File: src/rtl/alu_mul_ctrl_pkg.sv
// ============================================================================
// Module  : alu_mul_ctrl_pkg
// Brief   : Shared encodings and constants for the shift-add multiplier.
// Revision: 1.0 - initial release
// ============================================================================
`default_nettype none

package alu_mul_ctrl_pkg;

  localparam int unsigned WIDTH = 8;
  localparam int unsigned ITER  = 8;
  localparam int unsigned CNT_W = 3;

  localparam logic [CNT_W-1:0] CNT_LAST = CNT_W'(ITER - 1);

  typedef logic [1:0] state_t;

  localparam state_t IDLE = 2'd0;
  localparam state_t CALC = 2'd1;
  localparam state_t DONE = 2'd2;

  // The adder B operand is the multiplicand when the current multiplier bit is set.
  function automatic logic [WIDTH-1:0] gate_operand(input logic sel, input logic [WIDTH-1:0] m);
    return sel ? m : '0;
  endfunction

endpackage

`default_nettype wire

File: src/rtl/alu_mul_ctrl_rca8.sv
// ============================================================================
// Module  : rca8
// Brief   : 8-bit ripple-carry adder shared across the ALU datapath.
// Revision: 1.0 - initial release
// ============================================================================
`default_nettype none

module rca8 (
  output logic       Cout,
  output logic [7:0] Sum,
  input  logic [7:0] A,
  input  logic [7:0] B,
  input  logic       Cin
);

  logic [8:0] w_carry;

  assign w_carry[0] = Cin;

  generate
    for (genvar i = 0; i < 8; i++) begin : g_bit
      assign Sum[i]         = A[i] ^ B[i] ^ w_carry[i];
      assign w_carry[i + 1] = (A[i] & B[i]) | (w_carry[i] & (A[i] ^ B[i]));
    end
  endgenerate

  assign Cout = w_carry[8];

endmodule

`default_nettype wire

File: src/rtl/alu_mul_ctrl.sv
// ============================================================================
// Module  : alu_mul_ctrl
// Brief   : 8x8 unsigned shift-add multiplier sequencing one shared rca8.
// Revision: 1.0 - initial release
// ============================================================================
`default_nettype none

module alu_mul_ctrl
  import alu_mul_ctrl_pkg::*;
(
  input  logic               clk,
  input  logic               rst_n,
  input  logic               start,
  input  logic [WIDTH-1:0]   a,
  input  logic [WIDTH-1:0]   b,
  output logic               busy,
  output logic               done,
  output logic [2*WIDTH-1:0] product
);

  state_t state_q, state_d;

  logic [CNT_W-1:0]   cnt_q, cnt_d;
  logic [WIDTH-1:0]   m_q, m_d;
  logic [WIDTH-1:0]   acc_q, acc_d;
  logic [WIDTH-1:0]   mq_q, mq_d;
  logic [2*WIDTH-1:0] product_q, product_d;

  logic [WIDTH-1:0]   add_b;
  logic [WIDTH-1:0]   add_sum;
  logic               add_cout;
  logic [2*WIDTH-1:0] shifted;
  logic               accept;

  assign accept  = start && ((state_q == IDLE) || (state_q == DONE));
  assign add_b   = gate_operand(mq_q[0], m_q);
  // Carry-out becomes the new top bit of ACC, so the pair never overflows.
  assign shifted = {add_cout, add_sum, mq_q[WIDTH-1:1]};

  rca8 u_rca8 (
    .Cout (add_cout),
    .Sum  (add_sum),
    .A    (acc_q),
    .B    (add_b),
    .Cin  (1'b0)
  );

  always_ff @(posedge clk) begin
    if (!rst_n) begin
      state_q <= IDLE;
    end else begin
      state_q <= state_d;
    end
  end

  always_comb begin
    state_d = state_q;
    case (state_q)
      IDLE:    if (start) state_d = CALC;
      CALC:    if (cnt_q == CNT_LAST) state_d = DONE;
      DONE:    state_d = start ? CALC : IDLE;
      default: state_d = IDLE;
    endcase
  end

  always_comb begin
    busy = (state_q == CALC);
    done = (state_q == DONE);
  end

  always_comb begin
    cnt_d     = cnt_q;
    m_d       = m_q;
    acc_d     = acc_q;
    mq_d      = mq_q;
    product_d = product_q;
    if (accept) begin
      m_d   = a;
      mq_d  = b;
      acc_d = '0;
      cnt_d = '0;
    end else if (state_q == CALC) begin
      {acc_d, mq_d} = shifted;
      cnt_d         = cnt_q + 1'b1;
      if (cnt_q == CNT_LAST) begin
        product_d = shifted;
      end
    end
  end

  always_ff @(posedge clk) begin
    if (!rst_n) begin
      cnt_q     <= '0;
      m_q       <= '0;
      acc_q     <= '0;
      mq_q      <= '0;
      product_q <= '0;
    end else begin
      cnt_q     <= cnt_d;
      m_q       <= m_d;
      acc_q     <= acc_d;
      mq_q      <= mq_d;
      product_q <= product_d;
    end
  end

  assign product = product_q;

endmodule

`default_nettype wire

File: config.mk
export PLATFORM = sky130hd
export DESIGN_NAME = alu_mul_ctrl
export DESIGN_NICKNAME = d
export VERILOG_FILES = /design/src/rtl/alu_mul_ctrl_pkg.sv /design/src/rtl/alu_mul_ctrl_rca8.sv /design/src/rtl/alu_mul_ctrl.sv
export SDC_FILE = /design/constraint.sdc
export NUM_CORES = 1
export LEC_CHECK = 0
export ABC_AREA = 1
export CAP_MARGIN = 20
export CORE_MARGIN = 10
export CORE_UTILIZATION = 25
export DETAILED_ROUTE_END_ITERATION = 10
export GPL_TIMING_DRIVEN = 0
export PLACE_DENSITY = 0.46
export SLEW_MARGIN = 20
export SYNTH_ARGS = -nofsm -noshare
export SYNTH_HDL_FRONTEND = slang
export SYNTH_SLANG_ARGS = --single-unit
File: constraint.sdc
create_clock -name clk -period 3.4 [get_ports clk]
set_input_delay 0.68 -clock clk [delete_from_list [all_inputs] [get_ports clk]]
set_output_delay 0.68 -clock clk [all_outputs]
set_load 0.05 [all_outputs]
==> results.cfg, run 1 <==
[sta]
tightest_slew_ns = 0.512
setup_tns_ns = -0.0975
rsz0062_at_grt = true
slew_viol_final = 0
finalSetupViolations = 1
maxClockFrequency_ghz = 0.286
worst_slew_margin_rel_pct = 65.7
fin_ws_ns = -0.0975
final.setup_skew_ns = 0.00388
timing.final.hold_violations = 0
portion_of_the_clock_cycle_consumed_by_the_worst_path_in_the_final_layout_pct = 103
finalWorstPathRequiredPeriod_ns = 3.50

[global_routing]
grt_pass1_wl_microns = 9400
globalRouteOverflowTotal = 0
first_global_vias = 1859
track_usage_pct = 9.08
initial_antenna_violation_count = 0
grt_max_degree = 14

[clocking]
clk_pin_slew_ns = 0.09
clk_latency_ns = 0.30
cts_inserted_buffers = 5
cts.root.buffer_cell = clkbuf_8
cts.sink_count = 45
cts_tree = yes
clockBufferDepth = 2
ctsHtreeMaxLevel = 2

[drt]
detail_route.vias_per_cell = 4.19
drt-wirelength-per-cell_microns = 12.7
route.final.wire_length_microns = 5510
remaining_drc_errors = 0
detail-route-antenna-nets = 0
dr_total_vias = 1822
firstDrtPassIters = 4
drt_first_iter_violations = 40

[critical_path]
start_kind = flip-flop
crit_fanout = 2
crit_top_cell = fa_2
crit_type = flip-flop to flip-flop
regToRegEndpoint = acc_q[6]$_SDFFE_PP0P_
crit-reg2reg-launch = mq_q[0]$_SDFFE_PN0P_
arrival_ns = 3.74
max_stage_delay_ns = 0.39
setup.reg_to_reg.worst_slack_ns = -0.1
cp.required_ns = 3.65
cpMaxStageDelayCell = fa_1
cp_cell_sequence = nand2_2 > inv_2 > ha_4 > inv_2 > fa_2 > inv_2 > fa_2 > fa_2 > fa_2 > fa_2 > fa_2 > inv_2 > fa_1 > or2_1 > a21oi_2
rr_worst_depth = 15
endpoint_kind = flip-flop

[synthesis]
yosys_warnings = 0
synth.lib_cells_used.distinct = 21
synth-seq-cells = 45
postSynthCellCount = 287
syn-mean-instance-area_sq_um = 7.28
synth.net_count = 316
post_synth_instance_area_sq_mm = 0.00209
synth.yosys.seq_area_share_pct = 43.1

[placement]
dp_hpwl_microns = 3980
place_worst_setup_slack_ns = -0.338
dp.cells = 426
buffer_ports.inserted = 34
place_congestion = 0.767

[final_layout]
finalNonFillerCells = 435
final_net_count = 358
layout-drive-gt1-share_pct = 11.8
area_delta_synth_final_pct = 30.6
finish.utilization_pct = 33.4
number_of_inserted_diodes = 0
fillers = 898

[die]
num_rows = 33
die_boundary_height_microns = 111
total_die_area_sq_mm = 0.0124
die_width_microns = 111
boundaryPins = 37
core_sq_mm = 0.00818
start_util_pct = 25.6

[hold_path]
min_delay_path_depth = 2
worst_hold_path_type = flip-flop to flip-flop
worstHoldEndpoint = cnt_q[1]$_SDFFE_PP0P_
hold_path.startpoint = cnt_q[1]$_SDFFE_PP0P_

[power_and_ir_drop]
totalPowerFinal_mw = 1.13
total_leakage_power_nw = 1.25
peakVddDrop_v = 0.000180
pwr_density_cell_mw_per_mm2 = 412

[status]
failing_checks = setup timing
run_status = finished, violations left

[flow_run]
max_cap_viol_count = 0
-- worst max-delay path by stage --
stage | from | to | slack (ns) | cells after the start
5_1_grt | mq_q[0]$_SDFFE_PN0P_ | acc_q[6]$_SDFFE_PP0P_ | -0.22 | 15
3_3_place_gp | mq_q[0]$_SDFFE_PN0P_ | acc_q[6]$_SDFFE_PP0P_ | -0.34 | 16
3_5_place_dp | mq_q[0]$_SDFFE_PN0P_ | acc_q[6]$_SDFFE_PP0P_ | -0.34 | 16
4_1_cts | mq_q[0]$_SDFFE_PN0P_ | acc_q[6]$_SDFFE_PP0P_ | -0.18 | 15
2_1_floorplan | mq_q[0]$_SDFFE_PN0P_ | acc_q[6]$_SDFFE_PP0P_ | -0.12 | 16
6_report | mq_q[0]$_SDFFE_PN0P_ | acc_q[6]$_SDFFE_PP0P_ | -0.1 | 15
-- flip-flops by register name, indices dropped and copies added, names as in the netlist --
name / flops
product: 16
acc_q: 8
m_q: 8
mq_q: 8
cnt_q: 3
state_q: 2
-- critical path: cells and delay by family, from the launching register on --
kind                       cells  cell delay (ns)
adders and majority gates      8             2.46
DFF                            1             0.36
and+or+nand+nor                2             0.30
buffers and inverters          4             0.20
AOI/OAI and AO/OA              1             0.12
-- placed cells by master (no fill, tap or decap) --
master	synthesis	final
a21boi_0	1	1
a21oi_1	10	9
a21oi_2	0	1
buf_2	8	8
buf_4	0	2
buf_6	1	1
bufinv_16	0	1
clkbuf_1	3	3
clkbuf_2	1	1
clkbuf_8	0	6
clkdlybuf4s50_1	0	34
dfxtp_1	45	44
dfxtp_4	0	1
fa_1	7	1
fa_2	0	6
ha_1	3	2
ha_4	0	1
inv_1	45	41
inv_2	2	6
nand2_1	64	62
nand2_2	1	3
nand2_4	1	1
nand3_1	15	15
nand3b_1	8	8
nor2_1	52	52
nor2_8	1	1
o21ai_0	15	14
o21ai_1	0	1
or2_1	3	3
xor2_1	1	1
-- cells by family after synthesis --
| kind of cell | synth area share, % |
|---|---|
| AOI/OAI and AO/OA | 6.34 |
| adders and majority gates | 8.50 |
| xor gates and xnor gates | 0.419 |
| and+or+nand+nor | 30.0 |
| DFF | 43.1 |
| buffers and inverters | 11.7 |
-- final cells by class --
cell class,instances,area (sq um),share of cell area [%]
multi-input cells,182,982,36.0
flip-flops and latches,45,905,33.1
repair buffers,36,355,13.0
inverters,47,176,6.46
well taps,105,131,4.81
clock buffers,7,86.3,3.16
plain buffers,12,63.8,2.34
clock inverters,1,30.0,1.10
-- power breakdown --
part           total, mW  switching, mW  internal, mW
logic              0.132         0.0769        0.0552
clock network      0.432          0.192         0.240
registers          0.562         0.0145         0.548
-- per-stage QoR --
| step | cell area, sq um | hold slack, ns |
|---|---|---|
| 2_1_floorplan | 2100 | 0.444 |
| 3_3_place_gp | 2580 | 0.456 |
| 4_1_cts | 2710 | 0.478 |
| 3_5_place_dp | 2580 | 0.464 |
| 5_1_grt | 2730 | 0.495 |
| 6_report | 2730 | 0.475 |
-- synth_stat cells --
| master | number | area share [%] |
|---|---|---|
| nand2_1 | 64 | 11 |
| nor2_1 | 52 | 9.3 |
| dfxtp_1 | 45 | 43 |
| inv_1 | 45 | 8.1 |
| nand3_1 | 15 | 3.6 |
| o21ai_0 | 15 | 3.6 |
| a21oi_1 | 10 | 2.4 |
| buf_2 | 8 | 1.9 |
| nand3b_1 | 8 | 2.9 |
| fa_1 | 7 | 6.7 |
| clkbuf_1 | 3 | 0.54 |
| ha_1 | 3 | 1.8 |
| or2_1 | 3 | 0.90 |
| inv_2 | 2 | 0.36 |
| a21boi_0 | 1 | 0.36 |
| buf_6 | 1 | 0.54 |
| clkbuf_2 | 1 | 0.24 |
| nand2_2 | 1 | 0.30 |
| nand2_4 | 1 | 0.54 |
| nor2_8 | 1 | 0.96 |
| xor2_1 | 1 | 0.42 |
-- per-layer routing --
layer | wire length [microns] | up-vias | GRT usage [%]
met4 | 74 | 0 | 2.91
li1 | - | 945 | -
met5 | 0 | - | 0
met1 | 2620 | 830 | 10.9
met2 | 2530 | 36 | 15.2
met3 | 284 | 11 | 2.74
-- repair_timing --
action,4_1_cts,5_1_grt
hold buffers,0,0
endpoints found under the setup margin,2,2
resized for setup,8,6
endpoints found under the hold margin,0,0
pin swaps,5,3
buffers inserted,2,0
Note: power is estimated with default switching activity, not from simulation.
==> run 2, diff against run 1 <==
--- a/config.mk
+++ b/config.mk
@@ -6,12 +6,12 @@
 export NUM_CORES = 1
 export LEC_CHECK = 0
 export ABC_AREA = 1
-export CAP_MARGIN = 20
+export CAP_MARGIN = 40
 export CORE_MARGIN = 10
 export CORE_UTILIZATION = 25
 export DETAILED_ROUTE_END_ITERATION = 10
 export GPL_TIMING_DRIVEN = 0
-export PLACE_DENSITY = 0.46
+export PLACE_DENSITY = 0.45
 export SLEW_MARGIN = 20
 export SYNTH_ARGS = -nofsm -noshare
 export SYNTH_HDL_FRONTEND = slang
==> constraint.sdc (replaced) <==
create_clock -name clk -period 4.5 [get_ports clk]
set_input_delay 0.9 -clock clk [delete_from_list [all_inputs] [get_ports clk]]
set_output_delay 0.9 -clock clk [all_outputs]
set_load 0.05 [all_outputs]
==> run 2 against run 1 <==
Against the previous run:
- the flow now finishes without violations
- cell count is 0.23% lower
- cell area is 1.9% lower
- global-route usage shrank 0.23 points
- critical endpoint unchanged
- highest routed layer unchanged
==> results.cfg, run 2 (synthesized netlist as in run 1, its figures left out) <==
[global_routing]
first_global_vias = 1835
grt_max_degree = 14
track_usage_pct = 8.84
grt_util_met2_pct = 15.3
globalRouteOverflowTotal = 0
grt_use_met1_pct = 10.3
grt_util_met3_pct = 2.58
grt_busiest_layer = met2
grt_pass1_wl_microns = 9180
initial_antenna_violation_count = 0

[placement]
dp.cells = 426
dp_hpwl_microns = 3990
buffer_ports.inserted = 34
place_congestion = 0.741

[final_layout]
area_delta_synth_final_pct = 28.1
layout-drive-gt1-share_pct = 6.69
number_of_inserted_diodes = 0
largest_register_ff_count = 16
mostFrequentLayoutCell = nand2_1
final_cell_mix = nand2_1 (64), nor2_1 (52), inv_1 (45), dfxtp_1 (45), clkdlybuf4s50_1 (34)
final_net_count = 357
finalNonFillerCells = 434

[drt]
dr_total_vias = 1817
detail_route.vias_per_cell = 4.19
firstDrtPassIters = 6
drt-wirelength-per-cell_microns = 12.3
remaining_drc_errors = 0
route.final.wire_length_microns = 5360
detail-route-antenna-nets = 0
drt_first_iter_violations = 66

[die]
total_die_area_sq_mm = 0.0124
die_boundary_height_microns = 111
die_width_microns = 111
num_rows = 33
start_util_pct = 25.6
boundaryPins = 37
core_sq_mm = 0.00818

[power_and_ir_drop]
pwr_density_cell_mw_per_mm2 = 314
peakVddDrop_v = 0.0000982
total_leakage_power_nw = 1.25

[sta]
finalWorstPathRequiredPeriod_ns = 4.00
final.setup_skew_ns = 0.00422
timing.final.hold_violations = 0
rsz0062_at_grt = false
setup_tns_ns = 0
finalSetupViolations = 0
portion_of_the_clock_cycle_consumed_by_the_worst_path_in_the_final_layout_pct = 88.9
tightest_slew_ns = 0.504
slew_viol_final = 0
maxClockFrequency_ghz = 0.250
worst_slew_margin_rel_pct = 66.3

[clocking]
cts_inserted_buffers = 5
clk_latency_ns = 0.30
cts.root.buffer_cell = clkbuf_8
cts.sink_count = 45
cts_tree = yes
postCtsSetupRepairBufs = 0
ctsHtreeMaxLevel = 2
post_cts_resized = 0
clk_pin_slew_ns = 0.08
holdBufCountCts = 0
clockBufferDepth = 2

[critical_path]
crit_fanout = 9
start_kind = flip-flop
cp.required_ns = 4.73
endpoint_kind = flip-flop
crit_type = flip-flop to flip-flop
arrival_ns = 4.23

[flow_run]
max_cap_viol_count = 0

[status]
run_status = finished clean

[hold_path]
worst_hold_path_type = flip-flop to flip-flop
-- run 2: final cells by class --
type                       count  area [sq um]
buffer                        13          67.6
sequential                    45           901
clock inverter                 1          30.0
multi-input combinational    182           946
tap                          105           131
clock buffer                   7          86.3
fill                         921          5500
timing repair buffer          34           340
inverter                      47           176
-- run 2: routing by layer --
metal / vias up / share of wire (%)
met5: - / 0
met4: 0 / 0.99
met3: 5 / 4.3
met2: 30 / 50
met1: 844 / 45
li1: 938 / -
-- run 2: final timing paths --
kind                    startpoint  slack (ns)                    end  cells after the start
max           mq_q[0]$_SDFFE_PN0P_        0.50  acc_q[6]$_SDFFE_PP0P_                     16
min          cnt_q[1]$_SDFFE_PP0P_        0.47  cnt_q[1]$_SDFFE_PP0P_                      2
max reg2reg   mq_q[0]$_SDFFE_PN0P_        0.50  acc_q[6]$_SDFFE_PP0P_                     16
min reg2reg  cnt_q[1]$_SDFFE_PP0P_        0.47  cnt_q[1]$_SDFFE_PP0P_                      2
-- run 2: report_power, final --
group          total (mW)  switching, mW  internal (mW)
combinational      0.0975         0.0578         0.0398
sequential          0.423        0.00942          0.414
clock               0.321          0.140          0.181
total               0.841          0.207          0.635
-- run 2: worst max-delay path: stages (launching register included) --
cell and delay (ns):
dfxtp_1 0.30, clkbuf_1 0.21, nand2_1 0.12, inv_1 0.05, ha_1 0.18, inv_1 0.07, fa_1 0.16, inv_1 0.05
fa_1 0.37, fa_1 0.39, fa_1 0.40, fa_1 0.42, fa_1 0.37, inv_1 0.08, fa_1 0.42, or2_1 0.23
a21oi_1 0.12
-- run 2: stage by stage --
stage / total power, mW / utilization, % / instance area (sq um) / hold slack [ns] / setup slack, ns
after floorplan: 0.494 / - / 2090 / 0.444 / 0.821
after global placement: 0.531 / 31.3 / 2560 / 0.455 / 0.498
after detailed placement: 0.532 / 31.3 / 2560 / 0.461 / 0.472
after CTS: 0.855 / 32.8 / 2680 / 0.475 / 0.431
after global routing: 0.886 / 32.8 / 2680 / 0.492 / 0.250
final: 0.841 / 32.8 / 2680 / 0.475 / 0.498
